==> config.mk <==
export PLATFORM = sky130hd
export DESIGN_NAME = mult_share_ctrl
export DESIGN_NICKNAME = d
export VERILOG_FILES = /design/src/rtl/mult_share_ctrl.sv
export SDC_FILE = /design/constraint.sdc
export NUM_CORES = 1
export LEC_CHECK = 0
export CAP_MARGIN = 10
export CORE_MARGIN = 8
export CORE_UTILIZATION = 35
export CTS_CLUSTER_DIAMETER = 100
export CTS_CLUSTER_SIZE = 16
export DETAILED_ROUTE_END_ITERATION = 7
export PLACE_DENSITY_LB_ADDON = 0.15
export REMOVE_ABC_BUFFERS = 1
export SLEW_MARGIN = 0
export SYNTH_ARGS = -nofsm -noshare
export SYNTH_HDL_FRONTEND = slang
export SYNTH_SLANG_ARGS = --single-unit
==> constraint.sdc <==
create_clock -name clk -period 5.1 [get_ports clk]
set_input_delay 1.275 -clock clk [delete_from_list [all_inputs] [get_ports clk]]
set_output_delay 1.275 -clock clk [all_outputs]
set_load 0.01 [all_outputs]
==> src/rtl/mult_share_ctrl.sv <==
// mult_share_ctrl: two-requester round-robin front end for one shared
// combinational 8x8 unsigned multiplier. One transaction in flight at a time:
// IDLE accepts operands, CALC waits WAIT_CYCLES for the array to settle,
// RESP holds the product until the issuing requester takes it.
//
// Handshake rule: a transfer happens on a rising edge where valid and ready
// are both high; valid, once raised by the producer, holds its payload stable
// until that edge.
//
// Optional build macro: MULT_SHARE_ACC_EN adds reqN_acc inputs and a 16-bit
// per-requester accumulator (response = accN + product when reqN_acc was set
// at acceptance; accN takes the returned value on the response handshake).

// Purely combinational unsigned 8x8 array multiplier.
module multiply (
  input  logic [7:0]  a_i,
  input  logic [7:0]  b_i,
  output logic [15:0] m_o
);
  assign m_o = {8'd0, a_i} * {8'd0, b_i};
endmodule

module mult_share_ctrl #(
  parameter int unsigned WAIT_CYCLES = 2
) (
  input  logic        clk,
  input  logic        rst,
  input  logic        req0_valid,
  output logic        req0_ready,
  input  logic [7:0]  req0_a,
  input  logic [7:0]  req0_b,
  input  logic        req1_valid,
  output logic        req1_ready,
  input  logic [7:0]  req1_a,
  input  logic [7:0]  req1_b,
`ifdef MULT_SHARE_ACC_EN
  input  logic        req0_acc,
  input  logic        req1_acc,
`endif
  output logic        rsp0_valid,
  input  logic        rsp0_ready,
  output logic [15:0] rsp0_m,
  output logic        rsp1_valid,
  input  logic        rsp1_ready,
  output logic [15:0] rsp1_m,
  output logic        busy,
  output logic        last_grant,
  output logic [1:0]  dbg_state
);

  // A settle time of 0 would skip the capture edge, so it is treated as 1.
  localparam logic [3:0] WAIT_LOAD = (WAIT_CYCLES == 0) ? 4'd1 : 4'(WAIT_CYCLES);

  typedef enum logic [1:0] {
    IDLE = 2'd0,
    CALC = 2'd1,
    RESP = 2'd2
  } state_t;

  state_t      state_q;
  logic [7:0]  op_a_q;
  logic [7:0]  op_b_q;
  logic [3:0]  cnt_q;
  logic        last_grant_q;   // also the id of the transaction in flight
  logic        rsp0_valid_q;
  logic        rsp1_valid_q;
  logic [15:0] rsp0_m_q;
  logic [15:0] rsp1_m_q;
`ifdef MULT_SHARE_ACC_EN
  logic        acc_sel_q;
  logic [15:0] acc0_q;
  logic [15:0] acc1_q;
`endif

  logic        any_req;
  logic        grant_id;
  logic [15:0] mul_m;
  logic [15:0] result_d;
  logic        rsp_take;

  multiply u_multiply (
    .a_i (op_a_q),
    .b_i (op_b_q),
    .m_o (mul_m)
  );

  // Arbitration: a lone requester wins; on a tie the one not served last wins.
  always_comb begin
    any_req    = req0_valid | req1_valid;
    grant_id   = (req0_valid & req1_valid) ? ~last_grant_q : req1_valid;
    req0_ready = (state_q == IDLE) & any_req & ~grant_id;
    req1_ready = (state_q == IDLE) & any_req & grant_id;
    rsp_take   = last_grant_q ? rsp1_ready : rsp0_ready;
  end

  // Value captured at the end of CALC: plain product or accumulated product.
  always_comb begin
    result_d = mul_m;
`ifdef MULT_SHARE_ACC_EN
    if (acc_sel_q) begin
      result_d = (last_grant_q ? acc1_q : acc0_q) + mul_m;
    end
`endif
  end

  // Sequencer: accept in IDLE, count down settle time in CALC, hold in RESP.
  always_ff @(posedge clk) begin
    if (rst) begin
      state_q      <= IDLE;
      op_a_q       <= 8'd0;
      op_b_q       <= 8'd0;
      cnt_q        <= 4'd0;
      last_grant_q <= 1'b1;
      rsp0_valid_q <= 1'b0;
      rsp1_valid_q <= 1'b0;
      rsp0_m_q     <= 16'd0;
      rsp1_m_q     <= 16'd0;
`ifdef MULT_SHARE_ACC_EN
      acc_sel_q    <= 1'b0;
      acc0_q       <= 16'd0;
      acc1_q       <= 16'd0;
`endif
    end else begin
      case (state_q)
        IDLE: begin
          if (any_req) begin
            op_a_q       <= grant_id ? req1_a : req0_a;
            op_b_q       <= grant_id ? req1_b : req0_b;
            last_grant_q <= grant_id;
            cnt_q        <= WAIT_LOAD;
`ifdef MULT_SHARE_ACC_EN
            acc_sel_q    <= grant_id ? req1_acc : req0_acc;
`endif
            state_q      <= CALC;
          end
        end
        CALC: begin
          cnt_q <= cnt_q - 4'd1;
          if (cnt_q == 4'd1) begin
            if (last_grant_q) begin
              rsp1_m_q     <= result_d;
              rsp1_valid_q <= 1'b1;
            end else begin
              rsp0_m_q     <= result_d;
              rsp0_valid_q <= 1'b1;
            end
            state_q <= RESP;
          end
        end
        RESP: begin
          if (rsp_take) begin
            rsp0_valid_q <= 1'b0;
            rsp1_valid_q <= 1'b0;
`ifdef MULT_SHARE_ACC_EN
            if (last_grant_q) acc1_q <= rsp1_m_q;
            else              acc0_q <= rsp0_m_q;
`endif
            state_q <= IDLE;
          end
        end
        default: state_q <= IDLE;
      endcase
    end
  end

  assign rsp0_valid = rsp0_valid_q;
  assign rsp1_valid = rsp1_valid_q;
  assign rsp0_m     = rsp0_m_q;
  assign rsp1_m     = rsp1_m_q;
  assign busy       = (state_q != IDLE);
  assign last_grant = last_grant_q;
  assign dbg_state  = state_q;

endmodule

* Yosys cells after proc, flatten, opt, wreduce, memory -nomap -nowiden
Index checks and enable logic that the tools add are counted.
Word-level totals: register bits after elaboration 57, logic and storage cells 54, bits of input ports 38
Operators by class: reductions and logical operators 11, multiply operators 1, multiplexer cells 17, bitwise logic cells 7, add/sub/neg operators 1, equal/unequal tests 8
Operators by type and width (number):
- $mul 8x8->16 | 1
- $mux 8 | 2
- $ne 2x2->1 const B | 5
- $reduce_and 3->1 | 3
- $pmux 4 s2 | 1
- $reduce_and 4->1 | 2
- $mux 1 | 7
- $mux 2 | 3
- $pmux 2 s3 | 1
- $reduce_bool 2->1 | 3
- $and 1x1->1 | 4
- $eq 4x1->1 const B | 1
- $mux 4 | 1
- $pmux 1 s2 | 2
- $reduce_and 2->1 | 2
- $sub 4x1->4 const B | 1
- $eq 2x1->1 const B | 1
- $eq 2x2->1 const B | 1
- $logic_not 2->1 | 1
- $not 1->1 | 2
- $or 1x1->1 | 1

* Logic depth before layout (Yosys ltp)
Gate-level depths: netlist of the first run.
depth after elaboration 4, gate-level depth with buffers 17, depth with buffers taken out 16

* By module
From an unflattened synthesis of the first run, not the netlist that was laid out.
Second synthesis, totals: cells, all modules 516, area, all modules 4733.3 µm²
By module, submodules not included:
- mult_share_ctrl | instances 1, area an instance 2626.3 µm², cells each 273, sequential area each 1141.1 µm²
- multiply | instances 1, area an instance 2107.0 µm², cells each 243, sequential area each 0.0 µm²

* Worst setup path before layout of the first run
OpenSTA, ideal clock, no wires.
kind reg2reg, from reg op_a_q[0], to reg rsp1_m_q[13], in the netlist rsp1_m[13], clock period less this slack 4.288 ns, path slack 0.812 ns, required time 5.038 ns, arrival time 4.226 ns, library setup time 0.062 ns, stages on the path, launching flop included 17, path buffers 1, cells stage by stage dfxtp_1 -> clkbuf_1 -> nand2_1 -> fa_1 -> fa_1 -> inv_1 -> fa_1 -> inv_1 -> fa_1 -> inv_1 -> ha_1 -> o211ai_1 -> a21oi_2 -> o31ai_2 -> o21a_1 -> or4_1 -> nand3_1
On the way: longest elaborated chain between the ends 1
Ends and longest elaborated chain:
- from (decl) | line 61 | logic [7:0] op_a_q;
- from (signal assigned) | line 127 | op_a_q <= grant_id ? req1_a : req0_a;
- $mul 8x8->16 | line 20 | assign m_o = {8'd0, a_i} * {8'd0, b_i};
- to (signal assigned) | line 141 | rsp1_m_q <= result_d;
- to (decl) | line 68 | logic [15:0] rsp1_m_q;
Every way passes these cells. A chain may end at the register's enable or synchronous reset.

* Worst setup path after layout of the first run
Same ends and word-level chain as after synthesis.

==> flow_summary.html, run 1 <==
<table>
<tr><th>Metric</th><th>Value</th></tr>
<tr><th colspan="2">Run status</th></tr>
<tr><td>Outcome</td><td>finished clean</td></tr>
<tr><th colspan="2">Clock network</th></tr>
<tr><td>Maximum buffer depth of the clock tree</td><td>2</td></tr>
<tr><td>Total of cells resized after clock tree synthesis</td><td>0</td></tr>
<tr><td>Cts hold-fix bufs</td><td>0</td></tr>
<tr><td>Clock tree root buffer cell</td><td>clkbuf_16</td></tr>
<tr><td>Number of clock sinks</td><td>57</td></tr>
<tr><td>Number of buffers inserted during clock tree synthesis</td><td>9</td></tr>
<tr><td>Number of buffers added for setup after CTS</td><td>0</td></tr>
<tr><td>Clock insertion delay at the later pin of the skew report</td><td>330 ps</td></tr>
<tr><td>TritonCTS clock tree</td><td>built</td></tr>
<tr><td>Number of levels the H-tree was split into</td><td>3</td></tr>
<tr><td>Clock slew at reported path FFs</td><td>60 ps</td></tr>
<tr><th colspan="2">Yosys</th></tr>
<tr><td>Cell area after synthesis</td><td>4250 sq um</td></tr>
<tr><td>Yosys warnings</td><td>0</td></tr>
<tr><td>Post-Syn Area per Cell</td><td>8.57 sq um</td></tr>
<tr><td>Number of unique standard cell types used by synthesis</td><td>38</td></tr>
<tr><td>Seq cells post-synth</td><td>57</td></tr>
<tr><td>Sequential-to-total area share from yosys stat</td><td>26.8%</td></tr>
<tr><td>Async S/R FF share, synth</td><td>0%</td></tr>
<tr><td>Ys flop type</td><td>dfxtp_1</td></tr>
<tr><td>Gate count after technology mapping</td><td>496</td></tr>
<tr><td>Post-synth EDFFs</td><td>0</td></tr>
<tr><th colspan="2">Floorplanning</th></tr>
<tr><td>Placeable core region</td><td>12000 sq um</td></tr>
<tr><td>Number of primary I/O pins</td><td>78</td></tr>
<tr><td>Standard-cell rows</td><td>40</td></tr>
<tr><td>Floorplan die area</td><td>15900 sq um</td></tr>
<tr><td>Die outline height</td><td>126 um</td></tr>
<tr><td>Horizontal die dimension</td><td>126 um</td></tr>
<tr><td>Initial cell density of the core</td><td>35.6%</td></tr>
<tr><th colspan="2">Power and ir drop</th></tr>
<tr><td>Overall power of the completed layout</td><td>0.00136 W</td></tr>
<tr><td>Leak</td><td>2.43 nW</td></tr>
<tr><td>Max VDD drop</td><td>0.189 mV</td></tr>
<tr><td>P per Cell Area</td><td>250 nW/um^2</td></tr>
<tr><th colspan="2">Setup path</th></tr>
<tr><td>Largest stage delay, worst path</td><td>540 ps</td></tr>
<tr><td>Worst endpoint data arrival time</td><td>4770 ps</td></tr>
<tr><td>Worst-path cell with the longest stage delay</td><td>fa_1</td></tr>
<tr><td>Critical Path End Type</td><td>register</td></tr>
<tr><td>Largest driver fanout on the critical path</td><td>10</td></tr>
<tr><td>Worst path required time</td><td>5370 ps</td></tr>
<tr><td>Critical R2R Launch</td><td>op_a_q[0]</td></tr>
<tr><td>Most used cell, CP</td><td>fa_1</td></tr>
<tr><td>Startpoint Class</td><td>register</td></tr>
<tr><td>Critical Path Source</td><td>op_a_q[0]</td></tr>
<tr><td>Type of the worst setup path</td><td>reg2reg</td></tr>
<tr><td>Series of cell instances along the critical path</td><td>nand2_1 -&gt; fa_1 -&gt; fa_1 -&gt; inv_1 -&gt; fa_1 -&gt; inv_1 -&gt; fa_1 -&gt; inv_1 -&gt; ha_1 -&gt; o211ai_1 -&gt; a21oi_2 -&gt; o31ai_2 -&gt; o21a_1 -&gt; or4_1 -&gt; nand3_1</td></tr>
<tr><th colspan="2">Timing</th></tr>
<tr><td>Setup repair after global routing missed its margin</td><td>false</td></tr>
<tr><td>Final worst path period need</td><td>4510 ps</td></tr>
<tr><td>Hold violation count in the final report</td><td>0</td></tr>
<tr><td>Count of final max-slew check failures</td><td>0</td></tr>
<tr><td>WHS</td><td>453 ps</td></tr>
<tr><td>Finish-stage setup viols</td><td>0</td></tr>
<tr><td>Transition at the pin with the smallest max-transition slack</td><td>1040 ps</td></tr>
<tr><td>Setup Skew</td><td>6.39 ps</td></tr>
<tr><td>Final critical-path share of the clock period</td><td>88.4%</td></tr>
<tr><td>TNS Setup</td><td>0 ps</td></tr>
<tr><td>Slew HR</td><td>30.5%</td></tr>
<tr><td>Achievable clock frequency</td><td>222 MHz</td></tr>
<tr><th colspan="2">Finish</th></tr>
<tr><td>Proportion of layout cells with a drive suffix above 1</td><td>4.21%</td></tr>
<tr><td>NumNets Final</td><td>677</td></tr>
<tr><td>FF/Latch Area</td><td>1140 sq um</td></tr>
<tr><td>Footprint of the multi-input gates</td><td>2810 sq um</td></tr>
<tr><td>Fraction of the core area covered by cells at the end of the flow</td><td>45.4%</td></tr>
<tr><td>Fillcell total</td><td>1203</td></tr>
<tr><td>Antenna diode count</td><td>0</td></tr>
<tr><td>Signed area change from the synthesized netlist to the final layout</td><td>27.8%</td></tr>
<tr><th colspan="2">Placement</th></tr>
<tr><td>Routability congestion estimate</td><td>0.758</td></tr>
<tr><td>Count of input and output buffers</td><td>77</td></tr>
<tr><td>Total half-perimeter wirelength after legalization and detailed placement</td><td>8390 um</td></tr>
<tr><th colspan="2">Drt</th></tr>
<tr><td>Residual DRC</td><td>0</td></tr>
<tr><td>Routed via count</td><td>3710</td></tr>
<tr><td>Via density</td><td>5.17</td></tr>
<tr><td>Number of DRC markers in iteration 0</td><td>230</td></tr>
<tr><td>Drt first pass iters</td><td>5</td></tr>
<tr><td>Post-route antenna net violation count</td><td>0</td></tr>
<tr><td>DR WL/cell</td><td>15.6 um</td></tr>
<tr><td>Sum of routed wire length over all layers</td><td>11200 um</td></tr>
<tr><th colspan="2">Global routing</th></tr>
<tr><td>Vias in the first global route</td><td>3865</td></tr>
<tr><td>All-Layer GR Usage</td><td>14.5%</td></tr>
<tr><td>Wire length of the first global-routing pass</td><td>18700 um</td></tr>
<tr><td>Initial antenna violation count</td><td>0</td></tr>
<tr><td>Overflow left after global routing</td><td>0</td></tr>
<tr><td>Pin count of the biggest net entering global routing</td><td>57</td></tr>
<tr><th colspan="2">Run</th></tr>
<tr><td>Number of max-capacitance violations reported</td><td>0</td></tr>
<tr><th colspan="2">Hold path</th></tr>
<tr><td>Startpoint of the most critical hold path</td><td>rsp1_m[5]</td></tr>
<tr><td>Min-Delay Path Class</td><td>reg2reg</td></tr>
</table>
## report_power, final
part | total, W | internal (W) | switching, W
logic | 0.000246 | 0.000114 | 0.000132
registers | 0.000505 | 0.000466 | 0.0000390
clock network | 0.000605 | 0.000389 | 0.000216
## sequential cells by signal (all words and copies together), names as in the netlist
name        count
cnt_q           4
dbg_state       2
last_grant      1
op_a_q          8
op_b_q          8
rsp0_m         16
rsp0_valid      1
rsp1_m         16
rsp1_valid      1
## per-layer routing
| metal | vias to the layer above | track usage [%] | share of wire (%) |
|---|---|---|---|
| met5 | - | 0 | 0 |
| met4 | 0 | 4.18 | 1.3 |
| li1 | 1796 | - | - |
| met2 | 90 | 25.6 | 50 |
| met1 | 1813 | 16.6 | 43 |
| met3 | 11 | 4.51 | 5.3 |
## path summary, 6_finish.rpt
| kind | slack, ps | end | cells past startpoint |
|---|---|---|---|
| setup reg to reg | 590 | rsp1_m[13] | 15 |
| hold reg to reg | 450 | rsp1_m[5] | 2 |
| setup / recovery | 590 | rsp1_m[13] | 15 |
| hold / removal | 450 | rsp1_m[5] | 2 |
## worst max-delay path: cells and delay by family (launching register included)
| family | cells | cell delay [ps] |
|---|---|---|
| and+or+nand+nor | 3 | 700 |
| adders and majority gates | 5 | 2430 |
| buffers and inverters | 3 | 140 |
| DFF | 1 | 520 |
| AOI/OAI and AO/OA | 4 | 630 |
## synthesized netlist by cell type, types with 3 or more instances
| cell | count | share of area, % |
|---|---|---|
| inv_1 | 55 | 4.9 |
| nor2_1 | 38 | 3.4 |
| mux2i_1 | 3 | 0.71 |
| clkbuf_1 | 16 | 1.4 |
| a222oi_1 | 16 | 3.8 |
| ha_1 | 38 | 11 |
| nand2_1 | 65 | 5.7 |
| a21oi_1 | 36 | 4.2 |
| a21o_1 | 9 | 1.6 |
| nand2b_1 | 3 | 0.44 |
| nor2b_1 | 5 | 0.74 |
| nand3_1 | 16 | 1.9 |
| a211oi_1 | 4 | 0.71 |
| xnor2_1 | 6 | 1.2 |
| o21ai_0 | 5 | 0.59 |
| o211ai_1 | 3 | 0.53 |
| buf_2 | 5 | 0.59 |
| xor2_1 | 3 | 0.62 |
| dfxtp_1 | 57 | 27 |
| fa_1 | 36 | 17 |
| nand4_1 | 4 | 0.59 |
| and2_1 | 49 | 7.2 |
## cell families after synthesis
kind of cell | after synthesis | share of synthesized area [%]
buf+inv | 78 | 7.03
simple gates | 190 | 21.5
compound gates | 85 | 13.9
fa+ha+maj | 74 | 28.1
mux | 3 | 0.706
xor+xnor | 9 | 1.85
flops | 57 | 26.8
## layout make-up
type | count | share of cell area [%]
clock inverter | 5 | 1.01
multi-input combinational | 361 | 51.8
inverter | 56 | 3.87
clock buffer | 11 | 4.47
timing repair buffer | 80 | 14.5
tap | 147 | 3.38
sequential | 57 | 21.0
## per-stage QoR
stage               cell area, sq um  instances  setup slack, ps
floorplan                       4160        474              918
global placement                5140        701              684
detailed placement              5140        701              590
CTS                             5430        717              558
global route                    5430        717              302
finish                          5430        717              591
## cells in the final DEF (no fill, tap or decap), drive strengths merged, types with 3 or more instances in the layout
cell type	count
clkinv	3
nor2b	5
a222oi	16
dfxtp	57
a211oi	5
a21oi	37
nand2b	3
a21o	9
inv	55
ha	38
and2	49
xor2	3
nand4	4
nor2	40
o21ai	6
nand2	65
xnor2	6
o31ai	3
clkbuf	11
nand3	16
mux2i	3
o211ai	3
buf	4
fa	36
clkdlybuf4s50	76
(Power assumes the default switching activity.)
==> run 2, diff against run 1 <==
--- a/config.mk
+++ b/config.mk
@@ -5,7 +5,6 @@
 export SDC_FILE = /design/constraint.sdc
 export NUM_CORES = 1
 export LEC_CHECK = 0
-export CAP_MARGIN = 10
 export CORE_MARGIN = 8
 export CORE_UTILIZATION = 35
 export CTS_CLUSTER_DIAMETER = 100
==> results of run 2 <==
Final layout, timing and power as in run 1 (identical DEF).
==> run 3, diff against run 2 <==
--- a/config.mk
+++ b/config.mk
@@ -10,7 +10,8 @@
 export CTS_CLUSTER_DIAMETER = 100
 export CTS_CLUSTER_SIZE = 16
 export DETAILED_ROUTE_END_ITERATION = 7
-export PLACE_DENSITY_LB_ADDON = 0.15
+export DONT_BUFFER_PORTS = 1
+export PLACE_DENSITY = 0.57
 export REMOVE_ABC_BUFFERS = 1
 export SLEW_MARGIN = 0
 export SYNTH_ARGS = -nofsm -noshare
==> run 3 against run 2 <==
Net effect:
- cell count decreased by 11%
- clock power is 2% lower
- total power decreased by 4.7%
- sequential share of layout area grew 3.5 points
- die area unchanged
- sequential power is 0.8% higher
- clock-buffer cell count rose by 2
- critical path type unchanged
- critical endpoint unchanged
==> flow_summary.html, run 3 (synthesis results as in run 1) <==
<table>
<tr><th>Metric</th><th>Value</th></tr>
<tr><th colspan="2">Run status</th></tr>
<tr><td>Outcome</td><td>finished clean</td></tr>
<tr><th colspan="2">Setup path</th></tr>
<tr><td>Critical R2R Launch</td><td>op_a_q[3]</td></tr>
<tr><td>Critical Path End Type</td><td>register</td></tr>
<tr><td>Worst endpoint data arrival time</td><td>4800 ps (+30 ps)</td></tr>
<tr><td>Type of the worst setup path</td><td>reg2reg</td></tr>
<tr><td>Startpoint Class</td><td>register</td></tr>
<tr><td>Worst path required time</td><td>5370 ps (about the same)</td></tr>
<tr><td>Critical Path Source</td><td>op_a_q[3]</td></tr>
<tr><td>Largest driver fanout on the critical path</td><td>9 (-1)</td></tr>
<tr><td>Logic depth of the worst register-to-register path</td><td>14 (-1)</td></tr>
<tr><th colspan="2">Drt</th></tr>
<tr><td>Routed via count</td><td>3354 (-9.6%)</td></tr>
<tr><td>Via density</td><td>5.27 (+1.8%)</td></tr>
<tr><td>Number of DRC markers in iteration 0</td><td>218 (-5.2%)</td></tr>
<tr><td>Residual DRC</td><td>0 (unchanged)</td></tr>
<tr><td>Post-route antenna net violation count</td><td>0 (unchanged)</td></tr>
<tr><td>DR WL/cell</td><td>16.8 um (+8.0%)</td></tr>
<tr><td>Drt first pass iters</td><td>6 (+1)</td></tr>
<tr><td>Sum of routed wire length over all layers</td><td>10700 um (-4.1%)</td></tr>
<tr><th colspan="2">Finish</th></tr>
<tr><td>Footprint of the multi-input gates</td><td>2820 sq um (+0.40%)</td></tr>
<tr><td>Fillcell total</td><td>1210 (+0.58%)</td></tr>
<tr><td>Post-route insts no fill</td><td>637 (-11%)</td></tr>
<tr><td>FF/Latch Area</td><td>1140 sq um (unchanged)</td></tr>
<tr><td>Final Instance Area</td><td>4650 sq um (-14%)</td></tr>
<tr><td>Antenna diode count</td><td>0 (unchanged)</td></tr>
<tr><td>Signed area change from the synthesized netlist to the final layout</td><td>9.33%</td></tr>
<tr><td>NumNets Final</td><td>597 (-12%)</td></tr>
<tr><td>Proportion of layout cells with a drive suffix above 1</td><td>3.88% (-0.33 points)</td></tr>
<tr><td>Commonest cells after routing, fill and taps aside</td><td>nand2_1 (65), dfxtp_1 (57), inv_1 (55)</td></tr>
<tr><td>Most common library cell in the layout ignoring fill and taps</td><td>nand2_1</td></tr>
<tr><th colspan="2">Timing</th></tr>
<tr><td>Achievable clock frequency</td><td>220 MHz (-0.63%)</td></tr>
<tr><td>Final worst path period need</td><td>4540 ps (+28.6 ps)</td></tr>
<tr><td>Count of final max-slew check failures</td><td>0 (unchanged)</td></tr>
<tr><td>Transition at the pin with the smallest max-transition slack</td><td>1020 ps (-17.1 ps)</td></tr>
<tr><td>TNS Setup</td><td>0 ps (unchanged)</td></tr>
<tr><td>Finish-stage setup viols</td><td>0 (unchanged)</td></tr>
<tr><td>Setup Skew</td><td>6.36 ps (-0.0334 ps)</td></tr>
<tr><td>Final critical-path share of the clock period</td><td>89.0% (+0.56 points)</td></tr>
<tr><td>Setup repair after global routing missed its margin</td><td>false</td></tr>
<tr><td>WHS</td><td>486 ps (+33.1 ps)</td></tr>
<tr><td>Slew HR</td><td>31.5% (+0.92 points)</td></tr>
<tr><td>Hold violation count in the final report</td><td>0 (unchanged)</td></tr>
<tr><th colspan="2">Clock network</th></tr>
<tr><td>Total of cells resized after clock tree synthesis</td><td>0 (unchanged)</td></tr>
<tr><td>Clock slew at reported path FFs</td><td>50 ps (about the same)</td></tr>
<tr><td>Number of levels the H-tree was split into</td><td>3 (unchanged)</td></tr>
<tr><td>Number of buffers inserted during clock tree synthesis</td><td>9 (unchanged)</td></tr>
<tr><td>Maximum buffer depth of the clock tree</td><td>2 (unchanged)</td></tr>
<tr><td>Clock tree root buffer cell</td><td>clkbuf_16</td></tr>
<tr><td>Number of clock sinks</td><td>57 (unchanged)</td></tr>
<tr><td>Cts hold-fix bufs</td><td>0 (unchanged)</td></tr>
<tr><td>Clock insertion delay at the later pin of the skew report</td><td>330 ps (about the same)</td></tr>
<tr><td>Number of buffers added for setup after CTS</td><td>0 (unchanged)</td></tr>
<tr><td>TritonCTS clock tree</td><td>built</td></tr>
<tr><th colspan="2">Global routing</th></tr>
<tr><td>All-Layer GR Usage</td><td>14.2% (-0.34 points)</td></tr>
<tr><td>Wire length of the first global-routing pass</td><td>18200 um (-2.9%)</td></tr>
<tr><td>Vias in the first global route</td><td>3578 (-7.4%)</td></tr>
<tr><td>Pin count of the biggest net entering global routing</td><td>57 (unchanged)</td></tr>
<tr><td>Initial antenna violation count</td><td>0 (unchanged)</td></tr>
<tr><td>Overflow left after global routing</td><td>0 (unchanged)</td></tr>
<tr><th colspan="2">Floorplanning</th></tr>
<tr><td>Number of primary I/O pins</td><td>78 (unchanged)</td></tr>
<tr><td>Horizontal die dimension</td><td>126 um (unchanged)</td></tr>
<tr><td>Floorplan die area</td><td>15900 sq um (unchanged)</td></tr>
<tr><td>Die outline height</td><td>126 um (unchanged)</td></tr>
<tr><td>Standard-cell rows</td><td>40 (unchanged)</td></tr>
<tr><td>Placeable core region</td><td>12000 sq um (unchanged)</td></tr>
<tr><td>Initial cell density of the core</td><td>35.6% (unchanged)</td></tr>
<tr><th colspan="2">Hold path</th></tr>
<tr><td>Min-Delay Path Class</td><td>reg2reg</td></tr>
<tr><td>Startpoint of the most critical hold path</td><td>cnt_q[3]</td></tr>
<tr><td>Cell depth of the worst hold path</td><td>2 (unchanged)</td></tr>
<tr><th colspan="2">Placement</th></tr>
<tr><td># placed instances</td><td>621 (-11%)</td></tr>
<tr><td>Routability congestion estimate</td><td>0.821 (+8.3%)</td></tr>
<tr><td>Total half-perimeter wirelength after legalization and detailed placement</td><td>8080 um (-3.7%)</td></tr>
<tr><td>Placed instance area</td><td>4360 sq um (-15%)</td></tr>
<tr><td>Count of input and output buffers</td><td>0 (-100%)</td></tr>
<tr><th colspan="2">Power and ir drop</th></tr>
<tr><td>Max VDD drop</td><td>0.155 mV (-18%)</td></tr>
<tr><td>Leak</td><td>2.13 nW (-12%)</td></tr>
<tr><td>P per Cell Area</td><td>278 nW/um^2 (+11%)</td></tr>
<tr><td>Overall power of the completed layout</td><td>0.00129 W (-4.7%)</td></tr>
<tr><th colspan="2">Run</th></tr>
<tr><td>Number of max-capacitance violations reported</td><td>0 (unchanged)</td></tr>
</table>
run 3: cell count changes in the layout (fill, tap and decap cells not counted), sizes merged:
cell,change
clkbuf,+2
clkdlybuf4s50,-76
buf,-4
clkinvlp,-2
run 3: metrics by stage:
stage | util, % | worst slack (ps)
2_1_floorplan | - | 918
3_3_place_gp | 36.4 | 667
3_5_place_dp | 36.4 | 562
4_1_cts | 38.9 | 555
5_1_grt | 38.9 | 353
6_report | 38.9 | 562
run 3: per-layer routing:
metal / global-route usage, % / share of wire [%]
met3: 4.56 / 6.0
met1: 16.8 / 45
met2: 24.3 / 48
met5: 0 / 0
met4: 3.68 / 0.88
run 3: where the power goes:
group | total (W) | internal [W] | switching, W
sequential | 0.000509 | 0.000467 | 0.0000420
combinational | 0.000193 | 0.0000770 | 0.000116
clock | 0.000591 | 0.000389 | 0.000202
total | 0.00129 | 0.000933 | 0.000360
run 3: final cells by class:
class	instances	area share, %
Multi-Input combinational cell	361	60.7
Inverter	56	4.52
Sequential cell	57	24.5
Clock inverter	3	0.861
Tap cell	147	3.96
Clock buffer	13	5.38
run 3: worst paths after layout:
kind / to / slack, ps
worst max-delay path: rsp1_m[13] / 560
worst min-delay path: cnt_q[3] / 490
worst max register to register: rsp1_m[13] / 560
worst min register to register: cnt_q[3] / 490
run 3: critical path, cell delays in order, from the launching register on:
cell and delay [ps]:
dfxtp_1 550, and2_1 200, fa_1 440, fa_1 520
fa_1 560, inv_1 60, fa_1 520, inv_1 40
ha_1 360, o211ai_1 130, a21oi_2 160, o31ai_2 120
o21a_1 220, or4_1 480, nand3_1 90
==> patch: new RTL, flow settings as in run 2 <==
Build with the macro `MULT_SHARE_ACC_EN` defined.
--- a/src/rtl/mult_share_ctrl.sv
+++ b/src/rtl/mult_share_ctrl.sv
@@ -12,6 +12,8 @@
 // at acceptance; accN takes the returned value on the response handshake).
 
 // Purely combinational unsigned 8x8 array multiplier.
+`define MULT_SHARE_ACC_EN
+
 module multiply (
   input  logic [7:0]  a_i,
   input  logic [7:0]  b_i,
Interface: changed (added req0_acc and req1_acc); port bits go from 78 to 80. No check against the original RTL was run, so the function may have changed too.
==> patch against run 2 <==
The flow now finishes with violations (setup timing). Fmax down 16%. Cell area up 58%. Worst setup slack worse by 0.88 ns. Power up 40%. Wire length up 65%. Count of clock-buffer cells in the layout unchanged. Sequential cell count up 33. Synthesized cell count up 54%. Critical path depth up 7. Sequential power up 51%. Area after synthesis up 51%. Critical endpoint is now rsp0_m[15]. Largest power group is now sequential cells.
==> patch: results (changes against run 2) <==
| Quantity | This run | vs run 2 |
|---|---|---|
| Synth cell count leaders | sky130_fd_sc_hd__nand2_1 (102), sky130_fd_sc_hd__dfxtp_1 (90), sky130_fd_sc_hd__nor2_1 (72) |  |
| Longest individual stage delay on the worst path | 0.57 ns | +0.03 ns |
| Routed Wire Length | 18.4 mm | +65% |
| Least setup slack across all paths after layout | -0.288 ns | -0.879 ns |
| Met3 usage in global routing | 2.82% | -1.7 points |
| Outcome | finished, violations left |  |
| Inverters excl. clock | 62 | +11% |
| Later-pin clock latency in the skew report | 0.35 ns | +0.02 ns |
| Count of final setup violators | 10 | +10 |
| Total power | 1890 uW | +40% |
| Relative slew margins | 36.3% | +5.8 points |
| Synthesized instance count | 762 | +54% |
| Detailed-routing wirelength on met1 | 8.28 mm | +73% |
| Non-clock buffer contribution to total cell area | 16.1% | +1.6 points |
| Switching part of the total power | 30.7% | +2.1 points |
| Power in the clock group | 652 uW | +7.8% |
| Arrival time of data at the critical path endpoint | 5.66 ns | +0.89 ns |
| Clock tree cell share of total cell area | 3.28% | -2.2 points |
| Filler cell count in the final layout | 1,757 | +46% |
| Met2 Resource Use GR | 29.4% | +3.8 points |
| Met1 usage in global routing | 20.4% | +3.8 points |
| Crit path max fanout | 4 | -6 |
| Wire length of the first global-routing pass | 30.5 mm | +63% |
| Failing checks | setup timing |  |
| Vias per std cell | 5.15 | -0.46% |
| LEAKAGE | 0.00375 uW | +55% |
| Number of global-route vias before repair | 6,227 | +61% |
| Maximum clock skew at final layout | 0.0108 ns | +0.00445 ns |
| Total half-perimeter wirelength after legalization and detailed placement | 14.1 mm | +68% |
| Placement Cell Area | 7930 um^2 | +54% |
| Top post-synthesis cells by area | sky130_fd_sc_hd__dfxtp_1 (28%), sky130_fd_sc_hd__fa_1 (12%), sky130_fd_sc_hd__ha_1 (10%), sky130_fd_sc_hd__nand2_1 (6.0%), sky130_fd_sc_hd__and2_1 (5.6%) |  |
[patch: cell count changes after synthesis, sizes merged, moves of 10 or more]
cell | before | now
and2 | 49 | 59
clkbuf | 16 | 29
a21oi | 37 | 65
nor2 | 40 | 72
mux2 | 0 | 16
dfxtp | 57 | 90
nand2 | 65 | 102
a211oi | 5 | 18
o21ai | 6 | 21
ha | 38 | 53
nor3 | 2 | 24
[patch: logic make-up after synthesis]
group / synth area share (%)
AO/OA/AOI/OAI: 16.9
AND/OR/NAND/NOR: 20.8
flip-flops: 28.1
multiplexers: 3.43
XOR/XNOR: 3.58
adder cells (fa/ha/maj): 21.9
buffers and inverters: 5.38
[patch: worst paths after layout]
path / end / from / depth (start not counted)
min: acc0_q[7] / acc0_q[7] / 2
min reg2reg: acc0_q[7] / acc0_q[7] / 2
max reg2reg: rsp0_m[15] / op_b_q[5] / 22
max: rsp0_m[15] / op_b_q[5] / 22
